==> src/rtl/usb_pkg.sv <==
// Constants and state encoding shared by the USB transmit framer and the
// receive-side sync/EOP detector.
package usb_pkg;

    typedef enum logic [2:0] {
        ST_IDLE,
        ST_SYNC,
        ST_DATA,
        ST_STUFF,
        ST_EOP1,
        ST_EOP2,
        ST_EOPJ
    } tx_state_e;

    // Emitted LSB first: 0,0,0,0,0,0,1,1.
    localparam logic [7:0] SYNC_PATTERN = 8'b1100_0000;
    localparam logic [2:0] STUFF_LIMIT  = 3'd6;
    localparam int         SE0_BITS     = 2;

    // Length of the run of ones that closes the pattern on the wire; the
    // stuffing run counter starts from this value at the first payload bit.
    function automatic logic [2:0] sync_tail_ones(input logic [7:0] pattern);
        logic [2:0] n;
        n = 3'd0;
        for (int i = 7; i >= 0; i--) begin
            if (!pattern[i]) break;
            n = n + 3'd1;
        end
        return n;
    endfunction

    localparam logic [2:0] SYNC_TAIL_ONES = sync_tail_ones(SYNC_PATTERN);

endpackage

==> src/rtl/sync_eop_generator_if.sv <==
// Byte-feed handshake and line-side outputs of the transmit framer.
interface sync_eop_generator_if;

    logic       Tx_Start;
    logic [7:0] Tx_Byte;
    logic       Tx_Byte_Valid;
    logic       Tx_Last;
    logic       Tx_Byte_Ready;
    logic       Tx_Data;
    logic       Tx_Diff;
    logic       Tx_OE;
    logic       Tx_Busy;
    logic       Tx_Underrun;

    modport master (
        output Tx_Start, Tx_Byte, Tx_Byte_Valid, Tx_Last,
        input  Tx_Byte_Ready, Tx_Data, Tx_Diff, Tx_OE, Tx_Busy, Tx_Underrun
    );

    modport slave (
        input  Tx_Start, Tx_Byte, Tx_Byte_Valid, Tx_Last,
        output Tx_Byte_Ready, Tx_Data, Tx_Diff, Tx_OE, Tx_Busy, Tx_Underrun
    );

endinterface

==> src/rtl/tx_byte_holding.sv <==
// Single-entry valid/ready buffer holding the next payload byte and its
// last-byte flag until the framer loads it into the shift register.
module tx_byte_holding
    import usb_pkg::*;
(
    input  logic       Sync_Detector_Clk,
    input  logic       Reset,
    input  logic       wr_valid,
    input  logic [7:0] wr_data,
    input  logic       wr_last,
    input  logic       take,
    output logic       ready,
    output logic       full,
    output logic [7:0] data,
    output logic       last
);

    assign ready = !full;

    // NOTE: sequential state uses non-blocking assignments only; the data
    // and last flag are reset too, so a stale byte never leaks after an abort.
    always_ff @(posedge Sync_Detector_Clk) begin
        if (Reset) begin
            full <= 1'b0;
            data <= '0;
            last <= 1'b0;
        end else if (take) begin
            full <= 1'b0;
        end else if (wr_valid && !full) begin
            full <= 1'b1;
            data <= wr_data;
            last <= wr_last;
        end
    end

endmodule

==> src/rtl/sync_eop_generator.sv <==
// Transmit framer: SYNC, bit-stuffed LSB-first payload, then SE0,SE0,J EOP,
// one NRZ bit per clock with all outputs registered.
module sync_eop_generator
    import usb_pkg::*;
(
    input  logic                 Sync_Detector_Clk,
    input  logic                 Reset,
    sync_eop_generator_if.slave  tx
);

    tx_state_e  state, state_nxt;
    logic [2:0] bit_cnt, bit_cnt_nxt;
    logic [2:0] ones_cnt, ones_cnt_nxt;
    logic [7:0] shift_reg, shift_nxt;
    logic       shift_last, shift_last_nxt;
    logic       boundary_pend, boundary_pend_nxt;
    logic       at_boundary;
    logic       take;
    logic       underrun_nxt;
    logic [2:0] ones_inc;
    logic       data_nxt, diff_nxt, oe_nxt;

    logic       hold_full;
    logic [7:0] hold_data;
    logic       hold_last;

    tx_byte_holding u_holding (
        .Sync_Detector_Clk (Sync_Detector_Clk),
        .Reset             (Reset),
        .wr_valid          (tx.Tx_Byte_Valid),
        .wr_data           (tx.Tx_Byte),
        .wr_last           (tx.Tx_Last),
        .take              (take),
        .ready             (tx.Tx_Byte_Ready),
        .full              (hold_full),
        .data              (hold_data),
        .last              (hold_last)
    );

    assign ones_inc = shift_reg[0] ? ones_cnt + 3'd1 : 3'd0;

    // NOTE: every always_comb output gets a default first so no path can
    // leave a value unassigned and infer a latch.
    always_comb begin
        state_nxt         = state;
        bit_cnt_nxt       = bit_cnt;
        ones_cnt_nxt      = ones_cnt;
        shift_nxt         = shift_reg;
        shift_last_nxt    = shift_last;
        boundary_pend_nxt = boundary_pend;
        at_boundary       = 1'b0;
        take              = 1'b0;
        underrun_nxt      = 1'b0;

        unique case (state)
            ST_IDLE: begin
                if (tx.Tx_Start && hold_full) begin
                    state_nxt   = ST_SYNC;
                    bit_cnt_nxt = 3'd0;
                end
            end
            ST_SYNC: begin
                bit_cnt_nxt = bit_cnt + 3'd1;
                if (bit_cnt == 3'd7) begin
                    take           = 1'b1;
                    shift_nxt      = hold_data;
                    shift_last_nxt = hold_last;
                    ones_cnt_nxt   = SYNC_TAIL_ONES;
                    state_nxt      = ST_DATA;
                end
            end
            ST_DATA: begin
                shift_nxt    = {1'b0, shift_reg[7:1]};
                bit_cnt_nxt  = bit_cnt + 3'd1;
                ones_cnt_nxt = ones_inc;
                if (ones_inc == STUFF_LIMIT) begin
                    state_nxt         = ST_STUFF;
                    boundary_pend_nxt = (bit_cnt == 3'd7);
                end else if (bit_cnt == 3'd7) begin
                    at_boundary = 1'b1;
                end
            end
            ST_STUFF: begin
                ones_cnt_nxt      = 3'd0;
                boundary_pend_nxt = 1'b0;
                if (boundary_pend) at_boundary = 1'b1;
                else               state_nxt   = ST_DATA;
            end
            ST_EOP1: state_nxt = (SE0_BITS > 1) ? ST_EOP2 : ST_EOPJ;
            ST_EOP2: state_nxt = ST_EOPJ;
            ST_EOPJ: state_nxt = ST_IDLE;
            default: state_nxt = ST_IDLE;
        endcase

        // Byte boundary: finish, reload the next byte, or report starvation.
        if (at_boundary) begin
            if (shift_last) begin
                state_nxt = ST_EOP1;
            end else if (hold_full) begin
                take           = 1'b1;
                shift_nxt      = hold_data;
                shift_last_nxt = hold_last;
                state_nxt      = ST_DATA;
            end else begin
                underrun_nxt = 1'b1;
                state_nxt    = ST_EOP1;
            end
        end
    end

    // Line outputs are decoded from the next state so they register with it.
    always_comb begin
        data_nxt = 1'b1;
        diff_nxt = 1'b1;
        oe_nxt   = 1'b1;
        case (state_nxt)
            ST_IDLE:  oe_nxt   = 1'b0;
            ST_SYNC:  data_nxt = SYNC_PATTERN[bit_cnt_nxt];
            ST_DATA:  data_nxt = shift_nxt[0];
            ST_STUFF: data_nxt = 1'b0;
            ST_EOP1, ST_EOP2: begin
                data_nxt = 1'b0;
                diff_nxt = 1'b0;
            end
            default: ;
        endcase
    end

    always_ff @(posedge Sync_Detector_Clk) begin
        if (Reset) begin
            state          <= ST_IDLE;
            bit_cnt        <= '0;
            ones_cnt       <= '0;
            shift_reg      <= '0;
            shift_last     <= 1'b0;
            boundary_pend  <= 1'b0;
            tx.Tx_Data     <= 1'b1;
            tx.Tx_Diff     <= 1'b1;
            tx.Tx_OE       <= 1'b0;
            tx.Tx_Busy     <= 1'b0;
            tx.Tx_Underrun <= 1'b0;
        end else begin
            state          <= state_nxt;
            bit_cnt        <= bit_cnt_nxt;
            ones_cnt       <= ones_cnt_nxt;
            shift_reg      <= shift_nxt;
            shift_last     <= shift_last_nxt;
            boundary_pend  <= boundary_pend_nxt;
            tx.Tx_Data     <= data_nxt;
            tx.Tx_Diff     <= diff_nxt;
            tx.Tx_OE       <= oe_nxt;
            tx.Tx_Busy     <= (state_nxt != ST_IDLE);
            tx.Tx_Underrun <= underrun_nxt;
        end
    end

endmodule

==> src/flat_wrapper.sv <==
// flat-port wrapper written by rule: the top's interface ports become plain ports
module sync_eop_generator_flat import usb_pkg::*;
  (Sync_Detector_Clk, Reset, tx_Tx_Start, tx_Tx_Byte, tx_Tx_Byte_Valid, tx_Tx_Last, tx_Tx_Byte_Ready, tx_Tx_Data, tx_Tx_Diff, tx_Tx_OE, tx_Tx_Busy, tx_Tx_Underrun);
  sync_eop_generator_if tx_i ();
  input  logic Sync_Detector_Clk;
  input  logic Reset;
  input wire logic [$bits(tx_i.Tx_Start)-1:0] tx_Tx_Start;
  input wire logic [$bits(tx_i.Tx_Byte)-1:0] tx_Tx_Byte;
  input wire logic [$bits(tx_i.Tx_Byte_Valid)-1:0] tx_Tx_Byte_Valid;
  input wire logic [$bits(tx_i.Tx_Last)-1:0] tx_Tx_Last;
  output wire logic [$bits(tx_i.Tx_Byte_Ready)-1:0] tx_Tx_Byte_Ready;
  output wire logic [$bits(tx_i.Tx_Data)-1:0] tx_Tx_Data;
  output wire logic [$bits(tx_i.Tx_Diff)-1:0] tx_Tx_Diff;
  output wire logic [$bits(tx_i.Tx_OE)-1:0] tx_Tx_OE;
  output wire logic [$bits(tx_i.Tx_Busy)-1:0] tx_Tx_Busy;
  output wire logic [$bits(tx_i.Tx_Underrun)-1:0] tx_Tx_Underrun;
  assign tx_i.Tx_Start = tx_Tx_Start;
  assign tx_i.Tx_Byte = tx_Tx_Byte;
  assign tx_i.Tx_Byte_Valid = tx_Tx_Byte_Valid;
  assign tx_i.Tx_Last = tx_Tx_Last;
  assign tx_Tx_Byte_Ready = tx_i.Tx_Byte_Ready;
  assign tx_Tx_Data = tx_i.Tx_Data;
  assign tx_Tx_Diff = tx_i.Tx_Diff;
  assign tx_Tx_OE = tx_i.Tx_OE;
  assign tx_Tx_Busy = tx_i.Tx_Busy;
  assign tx_Tx_Underrun = tx_i.Tx_Underrun;
  sync_eop_generator u_core (.Sync_Detector_Clk(Sync_Detector_Clk), .Reset(Reset), .tx(tx_i));
endmodule
==> config.mk <==
export PLATFORM = sky130hd
export DESIGN_NAME = sync_eop_generator_flat
export DESIGN_NICKNAME = d
export VERILOG_FILES = /design/src/rtl/usb_pkg.sv /design/src/rtl/sync_eop_generator_if.sv /design/src/rtl/tx_byte_holding.sv /design/src/rtl/sync_eop_generator.sv /design/src/flat_wrapper.sv
export SDC_FILE = /design/constraint.sdc
export NUM_CORES = 1
export LEC_CHECK = 0
export ABC_CLOCK_PERIOD_IN_PS = 1800
export BUFFER_PORTS_ARGS = -buffer_cell sky130_fd_sc_hd__buf_2
export CORE_UTILIZATION = 30
export DETAILED_ROUTE_END_ITERATION = 16
export HOLD_SLACK_MARGIN = 0.12
export PLACE_DENSITY = 0.45
export SLEW_MARGIN = 0
export SYNTH_ARGS = -nofsm -noshare
export SYNTH_HDL_FRONTEND = slang
export SYNTH_HIERARCHICAL = 1
export SYNTH_SLANG_ARGS = --single-unit
==> constraint.sdc <==
create_clock -name Sync_Detector_Clk -period 1.8 [get_ports Sync_Detector_Clk]
set_input_delay 0.18 -clock Sync_Detector_Clk [delete_from_list [all_inputs] [get_ports Sync_Detector_Clk]]
set_output_delay 0.18 -clock Sync_Detector_Clk [all_outputs]
set_load 0.05 [all_outputs]
== Word-level counts from Yosys, hierarchy flattened ==
Memories as Yosys holds them, arrays and structs flattened.
Index checks and enable logic that the tools add are counted.

* Add/sub/neg operators: 2
* Order comparisons: 1
* Equal/unequal tests: 14
* Multiplexer cells: 38
* Bitwise logic cells: 2
* Reductions and logical operators: 16

{| class="wikitable"
|+ Operators with widths
! cell !! count
|-
| 8-bit 2-to-1 mux || 4
|-
| 3-bit 2-to-1 mux || 10
|-
| 3-bit equality test (second input constant) || 6
|-
| 3-bit case mux with 6 select lines || 1
|-
| 1-bit 2-to-1 mux || 17
|-
| 8-bit case mux with 2 select lines || 1
|-
| 3-bit by 2-bit equality test with 1-bit output (second input constant) || 4
|-
| 3-bit case mux with 3 select lines || 1
|-
| 3-bit by 1-bit adder with 3-bit output (second input constant) || 2
|-
| 3-bit by 1-bit equality test with 1-bit output (second input constant) || 2
|-
| 3-bit zero test || 2
|-
| 3-bit case mux with 2 select lines || 1
|-
| 2-bit AND reduction || 3
|-
| 3-bit nonzero test || 2
|-
| 2-bit OR reduction || 3
|-
| 3-bit OR reduction || 2
|-
| 3-bit by 4-bit less-than comparator with 1-bit output (second input constant) || 1
|-
| 2-bit by 1-bit inequality test with 1-bit output (second input constant) || 2
|-
| 1-bit case mux with 2 select lines || 2
|-
| 1-bit case mux with 3 select lines || 1
|-
| 1-bit logical AND || 2
|-
| 1-bit NOT || 2
|-
| 2-bit nonzero test || 1
|-
| 1-bit zero test || 1
|}

* Register bits: 34
* Bits in read-only memories: 8
* Bits of input ports: 13
* Output and inout port bits: 6
* Memories kept: 1

{| class="wikitable"
|+ Memory list
! memory !! depth !! bits a word !! rd ports !! clocked after Yosys merged registers in !! write ports !! line !! RTL
|-
| (no name shown) || 8 || 1 || 1 || 0 || 0 || sync_eop_generator.sv:118 || <nowiki>ST_SYNC: data_nxt = SYNC_PATTERN[bit_cnt_nxt];</nowiki>
|}

== Longest topological paths before layout ==
Gate-level depths: netlist of run 1.

* Depth in word-level cells: 9
* Depth in mapped cells: 8
* Gate-level depth less buffers: 7

== By module ==
The synthesis of run 1 kept the hierarchy.

{| class="wikitable"
|+ By module, submodules not included
! module !! instances !! cells each !! area each (um^2)
|-
| sync_eop_generator || 1 || 143 || 1256.2
|-
| tx_byte_holding || 1 || 44 || 461.7
|}

== Worst setup path after synthesis of run 1 ==
OpenSTA, ideal clock, no wires.

* Path type: register to register
* Start point: register u_core.bit_cnt[0]
* End point: register u_core.u_holding.data[0]
* Library setup time: 0.072 ns
* Arrival time: 1.779 ns
* Required time: 1.728 ns
* Setup slack: -0.051 ns
* Stages on the path, launching flop included: 9
* Path through: dfxtp_1 > ha_1 > ha_1 > and4bb_2 > a21oi_1 > nand2_2 > nor3b_2 > buf_6 > mux2i_1

* Word-level cells in the longest chain between the ends: 8
* Elaborated cells between the ends (all ways): 10
* Classes of those cells: eq/ne (1); mux (7); bitwise (1); reduce/logical (1)

{| class="wikitable"
|+ Ends and longest elaborated chain
! what !! line !! RTL
|-
| start, declared || sync_eop_generator.sv:12 || <nowiki>logic [2:0] bit_cnt, bit_cnt_nxt;</nowiki>
|-
| start signal, assigned || sync_eop_generator.sv:144 || <nowiki>bit_cnt <= bit_cnt_nxt;</nowiki>
|-
| 3-bit equality test (*) || sync_eop_generator.sv:64, sync_eop_generator.sv:79 ||
|-
| 1-bit 2-to-1 mux (*) || sync_eop_generator.sv:64, sync_eop_generator.sv:79 ||
|-
| 1-bit 2-to-1 mux || sync_eop_generator.sv:55 || <nowiki>unique case (state)</nowiki>
|-
| 1-bit 2-to-1 mux || sync_eop_generator.sv:99 || <nowiki>end else if (hold_full) begin</nowiki>
|-
| 1-bit 2-to-1 mux || sync_eop_generator.sv:97 || <nowiki>if (shift_last) begin</nowiki>
|-
| 1-bit 2-to-1 mux (*) || sync_eop_generator.sv:96 || <nowiki>if (at_boundary) begin</nowiki>
|-
| net u_core.take || sync_eop_generator.sv:18 || <nowiki>logic take;</nowiki>
|-
| 1-bit NOT (no source line) (*) || - ||
|-
| 2-bit AND reduction (no source line) (*) || - ||
|-
| end signal, assigned || tx_byte_holding.sv:31 || <nowiki>data <= wr_data;</nowiki>
|-
| end, declared || tx_byte_holding.sv:14 || <nowiki>output logic [7:0] data,</nowiki>
|}

Mark *: on every way through the listed nets, which the timed path passes. The rest lies on a longest branch.
A chain may end at the register's enable or synchronous reset.

== Worst setup path after layout of run 1 ==
* Start point: register u_core.bit_cnt[0]
* End point: register u_core.u_holding.last

* Word-level cells in the longest chain between the ends: 8
* Elaborated cells between the ends (all ways): 10
* Classes of those cells: eq/ne (1); mux (7); bitwise (1); reduce/logical (1)

{| class="wikitable"
|+ Ends and longest elaborated chain
! what !! line !! RTL
|-
| 3-bit equality test (*) || sync_eop_generator.sv:64, sync_eop_generator.sv:79 ||
|-
| 1-bit 2-to-1 mux (*) || sync_eop_generator.sv:64, sync_eop_generator.sv:79 ||
|-
| 1-bit 2-to-1 mux || sync_eop_generator.sv:55 ||
|-
| 1-bit 2-to-1 mux || sync_eop_generator.sv:99 ||
|-
| 1-bit 2-to-1 mux || sync_eop_generator.sv:97 ||
|-
| 1-bit 2-to-1 mux (*) || sync_eop_generator.sv:96 ||
|-
| net u_core.take || sync_eop_generator.sv:18 ||
|-
| 1-bit NOT (no source line) (*) || - ||
|-
| 2-bit AND reduction (no source line) (*) || - ||
|-
| end signal, assigned || tx_byte_holding.sv:32 || <nowiki>last <= wr_last;</nowiki>
|-
| end, declared || tx_byte_holding.sv:15 || <nowiki>output logic last</nowiki>
|}

Marks and branches as above.

==> results of run 1 <==
-- report_power, final --
part | internal, mW | switching, mW
clock network | 0.451 | 0.271
registers | 0.752 | 0.0186
logic | 0.0712 | 0.0877
-- worst min-delay path: cells and delay by family --
family                 cells  cell delay [ns]
and+or+nand+nor            1             0.06
muxes                      1             0.06
buffers and inverters      1             0.09
-- per-stage QoR --
| stage | hold WS (ns) | instance area, um2 | TNS [ns] |
|---|---|---|---|
| 4_1_cts | 0.147 | 2130 | 0 |
| 6_report | 0.157 | 2230 | -0.267 |
| 5_1_grt | 0.152 | 2230 | -0.964 |
| 3_5_place_dp | 0.443 | 1990 | -0.263 |
| 3_3_place_gp | 0.428 | 1990 | -0.0733 |
| 2_1_floorplan | 0.257 | 1720 | 0 |
-- final cells by class --
| cell class | count | share of cell area (%) |
|---|---|---|
| clock inverters | 1 | 1.35 |
| well taps | 72 | 4.04 |
| repair buffers | 45 | 13.8 |
| inverters | 3 | 0.504 |
| multi-input cells | 139 | 46.4 |
| flip-flops and latches | 33 | 30.0 |
| clock buffers | 7 | 3.87 |
-- cells by family after synthesis --
kind of cell,Yosys count
and+or+nand+nor,72
AOI/OAI and AO/OA,51
DFF,33
buffers and inverters,15
muxes,11
adders and majority gates,3
xor gates and xnor gates,2
-- Yosys cell counts, types with 5 or more instances --
| library cell | instances |
|---|---|
| a211oi_1 | 5 |
| a21oi_1 | 10 |
| a22o_1 | 6 |
| a22oi_1 | 9 |
| buf_6 | 6 |
| dfxtp_1 | 33 |
| mux2i_1 | 10 |
| nand2_1 | 6 |
| nand2b_1 | 24 |
| nor2_1 | 23 |
| o21ai_0 | 6 |
-- routing by layer --
metal / up-vias / global-route usage [%] / routed length (um)
li1: 754 / - / -
met1: 710 / 19.4 / 2020
met2: 25 / 21.2 / 1970
met3: 4 / 3.18 / 119
met4: 0 / 5.66 / 44
met5: - / 0 / 0
-- worst min path at each step --
stage                                 start                               endpoint  slack (ns)  cells after the start
2_1_floorplan                         Reset       u_core/tx.Tx_Underrun$_SDFF_PP0_        0.26                      1
3_3_place_gp   u_core/shift_last$_SDFF_PP0_       u_core/tx.Tx_Underrun$_SDFF_PP0_        0.43                      1
3_5_place_dp   u_core/shift_last$_SDFF_PP0_       u_core/tx.Tx_Underrun$_SDFF_PP0_        0.44                      1
4_1_cts                       tx_Tx_Byte[3]  u_core/u_holding/data[3]$_SDFFE_PP0P_        0.15                      3
5_1_grt                       tx_Tx_Byte[3]  u_core/u_holding/data[3]$_SDFFE_PP0P_        0.15                      3
6_report                      tx_Tx_Byte[5]  u_core/u_holding/data[5]$_SDFFE_PP0P_        0.16                      3
-- timing repair --
| item | CTS | global route |
|---|---|---|
| cloned | 0 | 1 |
| pin swaps | 1 | 5 |
| resized for setup | 7 | 16 |
| setup buffers | 0 | 3 |
| hold buffers | 0 | 0 |
| endpoints found under the setup margin | 12 | 19 |
==> reports/results.ini, run 1 <==
[outcome]
status = finished, violations left
violations = negative setup slack

[floorplanning]
coreArea_um2 = 5510
num_rows = 27
start_util_pct = 31.2
dieArea_um2 = 6030
io_pins = 19
die_h_um = 77.7
dieWidth_um = 77.7

[setup_path]
cp_num_cells = 8
worstSetupEndpoint = u_core/u_holding/last$_SDFFE_PP0P_
cpMostUsedCell = ha_4
path_class = reg2reg
critPathLaunch = u_core/bit_cnt[0]$_SDFFE_PP0P_
cpPeakStageDelay_ns = 0.34
cp_top_family = simple AND/OR/NAND/NOR gates
end_kind = flip-flop
reg2regPathDepth = 8
path_buf_inv = 1
start_kind = flip-flop
cp_max_fo = 6
r2r_slack_ns = -0.04
r2r_start = u_core/bit_cnt[0]$_SDFFE_PP0P_
crit_slowest_cell = dfxtp_2
timing.rr.end = u_core/u_holding/last$_SDFFE_PP0P_
arrival_ns = 2.05
worst_ep_required_time_ns = 2.01
crit_chain = ha_4 > ha_4 > and4bb_2 > a21oi_4 > nand2_4 > nor3b_4 > buf_6 > mux2i_1

[cts]
numClockSinks = 33
cts_buffers = 5
clkTransAtPathRegs_ns = 0.07
cts_root_buf = clkbuf_8
cts_tree = yes
htreeDepth = 2
insertion_delay_ns = 0.28
clk_path_buf_depth = 2

[global_route]
antenna_found_initial = 0
grt_pass1_wl_um = 6760
grt_pass1_vias = 1407
grt_max_degree = 43
grt-ovfl-total = 0
grt_use_total_pct = 14.1

[routing]
drt_wl_total_um = 4150
drcViolationCount = 0
first_iter_violations = 44
dr.pass1.iters = 4
viasPerCell = 4.98
antenna_left = 0
routedWlPerCell_um = 13.8
vias = 1493

[power]
leakage_nw = 0.885
power_per_cell_area_nw_per_um2 = 740
vdd_drop_max_mv = 0.287
p_total_mw = 1.65

[logic_synthesis]
synth_compound_area_share_pct = 21.6
synth_cell_types = 45
synth_xor_area_share_pct = 1.02
netlist_area_um2 = 1720
ys_seq_area_share_pct = 38.5
synth_area_per_cell_um2 = 9.19
synthFlopType = dfxtp_1
ys_ff_latch = 33
synthAdderAreaFrac_pct = 2.18
ys_top_cells_by_area = dfxtp_1, nand2b_1, mux2i_1
synth_cells = 187
netlist.area_leader.share_pct = 38.5
synth_top_family_by_area = simple AND/OR/NAND/NOR gates
synth-async-reset-ratio_pct = 0
synthMuxAreaShare_pct = 6.48
synth-simple-area-share_pct = 24.0
syn-num-nets = 203
yosys.area.top_type = dfxtp_1
synth-edff-count = 0
yosys_warnings = 6

[cells_and_area]
antenna_cells = 0
final_cell_mix = dfxtp_1, buf_4, nand2b_1
n_fill_cell = 562
layout.cells.non_filler = 300
fin_util_pct = 40.5
nNetsFinal = 243
register_area_um2 = 669
areaGrowthSynthToFinish_pct = 29.9
multi_input_area_um2 = 1040
layout-drive-gt1-share_pct = 33.8
layout_commonest_cell = dfxtp_1

[placed_design]
dp.cells = 288
dp_slack_ns = -0.0575
io_buffers = 18
place.gp.congestion = 0.771
dp_hpwl_um = 2830

[sta]
tightest_slew_ns = 0.381
hold_violations = 0
fin_skew_ns = 0.00491
setup_viol = 10
worst_slack_ns = -0.0399
maxSlewViolCount = 0
max_slew_margin_pct = 74.6
timing.fmax_mhz = 544
fin_crit_sh_pct = 102
post-route-min-period_ns = 1.84
rsz0062_at_grt = yes

[hold_path]
min_path_type = in2reg

[flow_run]
max_cap_violations = 0

Power figures use the tool's default switching activity.
==> inputs of run 2 (changes only) <==
--- a/config.mk
+++ b/config.mk
@@ -8,9 +8,11 @@
 export ABC_CLOCK_PERIOD_IN_PS = 1800
 export BUFFER_PORTS_ARGS = -buffer_cell sky130_fd_sc_hd__buf_2
 export CORE_UTILIZATION = 30
+export CTS_CLUSTER_DIAMETER = 100
 export DETAILED_ROUTE_END_ITERATION = 16
 export HOLD_SLACK_MARGIN = 0.12
 export PLACE_DENSITY = 0.45
+export RECOVER_POWER = 50
 export SLEW_MARGIN = 0
 export SYNTH_ARGS = -nofsm -noshare
 export SYNTH_HDL_FRONTEND = slang
==> run 2 against run 1 <==
Effect of this change: the run still ends with negative setup slack left; sequential power hardly changed; utilization decreased by 0.11 points; clock power about the same; largest power group unchanged; sequential cell count is the same; non-clock buffer count unchanged; critical endpoint unchanged; final cell count unchanged; wire length hardly changed; cell area down 0.28%.
==> reports/results.ini, run 2 (synthesis results as in run 1) <==
[cts]
insertion_delay_ns = 0.28
cts_hold_buf = 0
clk_path_buf_depth = 2
cts_buffers = 5
cts_root_buf = clkbuf_8
cts_tree = yes
htreeDepth = 2
clkTransAtPathRegs_ns = 0.07
numClockSinks = 33

[cells_and_area]
nNetsFinal = 243
areaGrowthSynthToFinish_pct = 29.6
layout_commonest_cell = dfxtp_1
layout-drive-gt1-share_pct = 31.6
final_cell_mix = dfxtp_1, buf_4, nand2b_1
antenna_cells = 0

[setup_path]
end_kind = flip-flop
cpPeakStageDelay_ns = 0.34
path_class = reg2reg
worst_ep_required_time_ns = 2.01
start_kind = flip-flop
cp_top_family = simple AND/OR/NAND/NOR gates
crit_chain = ha_4 > ha_4 > and4bb_2 > a21oi_4 > nand2_4 > nor3b_4 > buf_6 > mux2i_1
crit_slowest_cell = dfxtp_2
arrival_ns = 2.05
path_buf_inv = 1
cpMostUsedCell = ha_4
cp_max_fo = 6

[sta]
hold_slack_ns = 0.157
worst_slack_ns = -0.0399
fin_crit_sh_pct = 102
post-route-min-period_ns = 1.84
max_slew_margin_pct = 59.4
timing.fmax_mhz = 544
maxSlewViolCount = 0
rsz0062_at_grt = yes
tightest_slew_ns = 0.612
fin_skew_ns = 0.00489
setup_viol = 10
hold_violations = 0

[hold_path]
min_path_type = in2reg

[routing]
dr.pass1.iters = 4
viasPerCell = 4.98
drcViolationCount = 0
antenna_left = 0
drt_wl_total_um = 4150
first_iter_violations = 44
vias = 1494
routedWlPerCell_um = 13.8

[floorplanning]
dieArea_um2 = 6030
dieWidth_um = 77.7
coreArea_um2 = 5510
die_h_um = 77.7
start_util_pct = 31.2
io_pins = 19
num_rows = 27

[global_route]
grt_max_degree = 43
grt-ovfl-total = 0
antenna_found_initial = 0
grt_use_total_pct = 14.1
grt_pass1_wl_um = 6760
grt_pass1_vias = 1407

[power]
leakage_nw = 0.870
vdd_drop_max_mv = 0.287
p_total_mw = 1.65
power_per_cell_area_nw_per_um2 = 741

[placed_design]
place.gp.congestion = 0.771
dp_hpwl_um = 2830
io_buffers = 18

[outcome]
status = finished, violations left
violations = negative setup slack

[flow_run]
max_cap_violations = 0

run 2: final timing paths:
kind / from / to / slack (ns) / depth (start not counted)
min: tx_Tx_Byte[5] / u_core/u_holding/data[5]$_SDFFE_PP0P_ / 0.16 / 3
max reg2reg: u_core/bit_cnt[0]$_SDFFE_PP0P_ / u_core/u_holding/last$_SDFFE_PP0P_ / -0.04 / 8
min reg2reg: u_core/shift_last$_SDFF_PP0_ / u_core/tx.Tx_Underrun$_SDFF_PP0_ / 0.45 / 1
max: u_core/bit_cnt[0]$_SDFFE_PP0P_ / u_core/u_holding/last$_SDFFE_PP0P_ / -0.04 / 8
run 2: through the flow:
step	cell area [um2]	TNS, ns	worst slack [ns]	util, %	cells
finish	2230	-0.267	-0.0399	40.4	300
detailed placement	1990	-0.263	-0.0575	36.1	288
global placement	1990	-0.0733	-0.0472	36.1	288
global route	2230	-0.964	-0.115	40.4	300
floorplan	1720	0	0.00200	-	187
CTS	2130	0	0.00118	38.8	296
run 2: worst reg2reg max path: stages (launching register included):
cell,delay (ns)
dfxtp_2,0.34
ha_4,0.16
ha_4,0.17
and4bb_2,0.25
a21oi_4,0.16
nand2_4,0.09
nor3b_4,0.26
buf_6,0.17
mux2i_1,0.19
run 2: report_power, final:
part	leakage (nW)	switching, mW	internal, mW	total (mW)
clock	0.0585	0.271	0.451	0.722
sequential	0.272	0.0188	0.752	0.771
combinational	0.540	0.0876	0.0698	0.157
run 2: cell type report:
type                       count  area [um2]
clock buffer                   7        86.3
inverter                       3        11.3
sequential                    33         669
timing repair buffer          45         303
clock inverter                 1        30.0
tap                           72        90.1
multi-input combinational    139        1040
fill                         562        3280
run 2: metal layers:
layer / track usage [%] / vias to the layer above / routed length (um)
met4: 5.66 / 0 / 44
met5: 0 / - / 0
li1: - / 754 / -
met1: 19.4 / 711 / 2020
met2: 21.2 / 25 / 1970
met3: 3.18 / 4 / 120
run 2: timing repair:
action | in CTS | in global routing
endpoints found under the setup margin | 12 | 19
resized for setup | 7 | 16
buffers inserted | 0 | 3
pin swaps | 1 | 5
cloned | 0 | 1
==> inputs of run 3 (changes only) <==
--- a/config.mk
+++ b/config.mk
@@ -6,7 +6,7 @@
 export NUM_CORES = 1
 export LEC_CHECK = 0
 export ABC_CLOCK_PERIOD_IN_PS = 1800
-export BUFFER_PORTS_ARGS = -buffer_cell sky130_fd_sc_hd__buf_2
+export BUFFER_PORTS_ARGS = -buffer_cell sky130_fd_sc_hd__buf_4
 export CORE_UTILIZATION = 30
 export CTS_CLUSTER_DIAMETER = 100
 export DETAILED_ROUTE_END_ITERATION = 16
==> run 3 against run 2 <==
Effect of this change: the run now ends clean; register-to-register slack better by 0.06 ns; critical path depth unchanged; clock skew down 0.0027 ns; count of clock-buffer cells in the layout down 2; wire length down 1.1%; die area unchanged; sequential power about the same; first-iteration DRC count up 57%; largest power group unchanged.
==> reports/results.ini, run 3 (synthesis results as in run 1) <==
[global_route]
grt_max_degree = 43
grt_pass1_wl_um = 6910
grtUsageMet3_pct = 3.18
met2_usage_pct = 24.5
gr-max-usage-layer = met2
grt_pass1_vias = 1512
grt_use_total_pct = 14.5
grt-ovfl-total = 0
use_met1_pct = 18.1
antenna_found_initial = 0

[placed_design]
io_buffers = 18
dp_hpwl_um = 2900
place.gp.congestion = 0.851
placed_cell_area_um2 = 2010

[sta]
fin_skew_ns = 0.00220
rsz0062_at_grt = yes
tightest_slew_ns = 0.593
hold_slack_ns = 0.161
hold_violations = 0
setup_viol = 0
fin_crit_sh_pct = 99.0
post-route-min-period_ns = 1.78
timing.fmax_mhz = 561
max_slew_margin_pct = 60.6
maxSlewViolCount = 0

[cells_and_area]
layout-drive-gt1-share_pct = 31.3
final_area_um2 = 2220
nNetsFinal = 242
areaGrowthSynthToFinish_pct = 29.0
n_fill_cell = 556
antenna_cells = 0
final_cell_mix = buf_4, dfxtp_1, nand2b_1
layout_commonest_cell = buf_4

[setup_path]
arrival_ns = 1.94
cp_max_fo = 5
end_kind = flip-flop
crit_chain = ha_4 > ha_4 > and4bb_2 > o211ai_4 > nand2_2 > buf_4 > a221oi_4 > o32ai_1
crit_slowest_cell = dfxtp_2
start_kind = flip-flop
worst_ep_required_time_ns = 1.95
cp_top_family = compound AO/OA/AOI/OAI gates
path_class = reg2reg
cpMostUsedCell = ha_4
cpPeakStageDelay_ns = 0.34
path_buf_inv = 1

[routing]
vias = 1499
first_iter_violations = 69
dr.pass1.iters = 4
routedWlPerCell_um = 13.7
drt_wl_total_um = 4110
antenna_left = 0
viasPerCell = 5.01
drcViolationCount = 0

[cts]
clkTransAtPathRegs_ns = 0.07
clk_path_buf_depth = 2
htreeDepth = 2
cts_root_buf = clkbuf_8
cts_buffers = 5
cts_hold_buf = 0
insertion_delay_ns = 0.28
cts_tree = yes
numClockSinks = 33

[hold_path]
min_path_type = in2reg

[floorplanning]
io_pins = 19
num_rows = 27
coreArea_um2 = 5510
dieWidth_um = 77.7
dieArea_um2 = 6030
start_util_pct = 31.2
die_h_um = 77.7

[power]
leakage_nw = 0.849
power_per_cell_area_nw_per_um2 = 669
vdd_drop_max_mv = 0.409

[outcome]
status = finished, final reports clean

[flow_run]
max_cap_violations = 0

==> run 3: where the power goes <==
part	internal, mW	switching, mW	total, mW
sequential	0.751	0.0170	0.769
combinational	0.0786	0.0898	0.168
clock	0.267	0.278	0.545
==> run 3: through the flow <==
step	instances	utilization [%]	setup slack, ns	power [mW]	TNS, ns
after global routing	299	40.2	-0.0741	1.56	-0.507
after global placement	287	36.6	-0.0192	0.945	-0.0423
after floorplan	187	-	0.00200	0.890	0
after CTS	298	39.6	0.00934	1.51	0
final	299	40.2	0.0186	1.48	0
after detailed placement	287	36.6	-0.0876	0.947	-0.603
==> run 3: final timing paths <==
| path | start | end | slack, ns | cells after the start |
|---|---|---|---|---|
| worst max-delay path | u_core/bit_cnt[0]$_SDFFE_PP0P_ | u_core/tx.Tx_Data$_SDFF_PP1_ | 0.02 | 8 |
| worst min-delay path | tx_Tx_Byte[0] | u_core/u_holding/data[0]$_SDFFE_PP0P_ | 0.16 | 3 |
| worst max register to register | u_core/bit_cnt[0]$_SDFFE_PP0P_ | u_core/tx.Tx_Data$_SDFF_PP1_ | 0.02 | 8 |
| worst min register to register | u_core/shift_last$_SDFF_PP0_ | u_core/tx.Tx_Underrun$_SDFF_PP0_ | 0.47 | 1 |
==> run 3: what timing repair did <==
action,4_1_cts,5_1_grt
resized for setup,13,10
pin swaps,4,4
gates cloned,1,0
setup endpoints to repair,11,17
setup buffers,2,1
==> run 3: per-layer routing <==
| metal | share of wire (%) | routed length, um |
|---|---|---|
| met1 | 46 | 1870 |
| met2 | 49 | 2020 |
| met3 | 3.9 | 160 |
| met4 | 1.2 | 51 |
| met5 | 0 | 0 |
==> run 3: layout make-up <==
| type | count | area [um2] | area share (%) |
|---|---|---|---|
| Multi-Input combinational cell | 139 | 1050 | 47.4 |
| Clock inverter | 3 | 17.5 | 0.791 |
| Tap cell | 72 | 90.1 | 4.07 |
| Sequential cell | 33 | 666 | 30.0 |
| Inverter | 3 | 11.3 | 0.508 |
| Timing Repair Buffer | 44 | 312 | 14.1 |
| Clock buffer | 5 | 68.8 | 3.11 |
==> run 3: worst reg2reg max path, cell delays in order, from the launching register on <==
cell      delay [ns]
dfxtp_2         0.34
ha_4            0.16
ha_4            0.16
and4bb_2        0.26
o211ai_4        0.10
nand2_2         0.12
buf_4           0.15
a221oi_4        0.26
o32ai_1         0.10
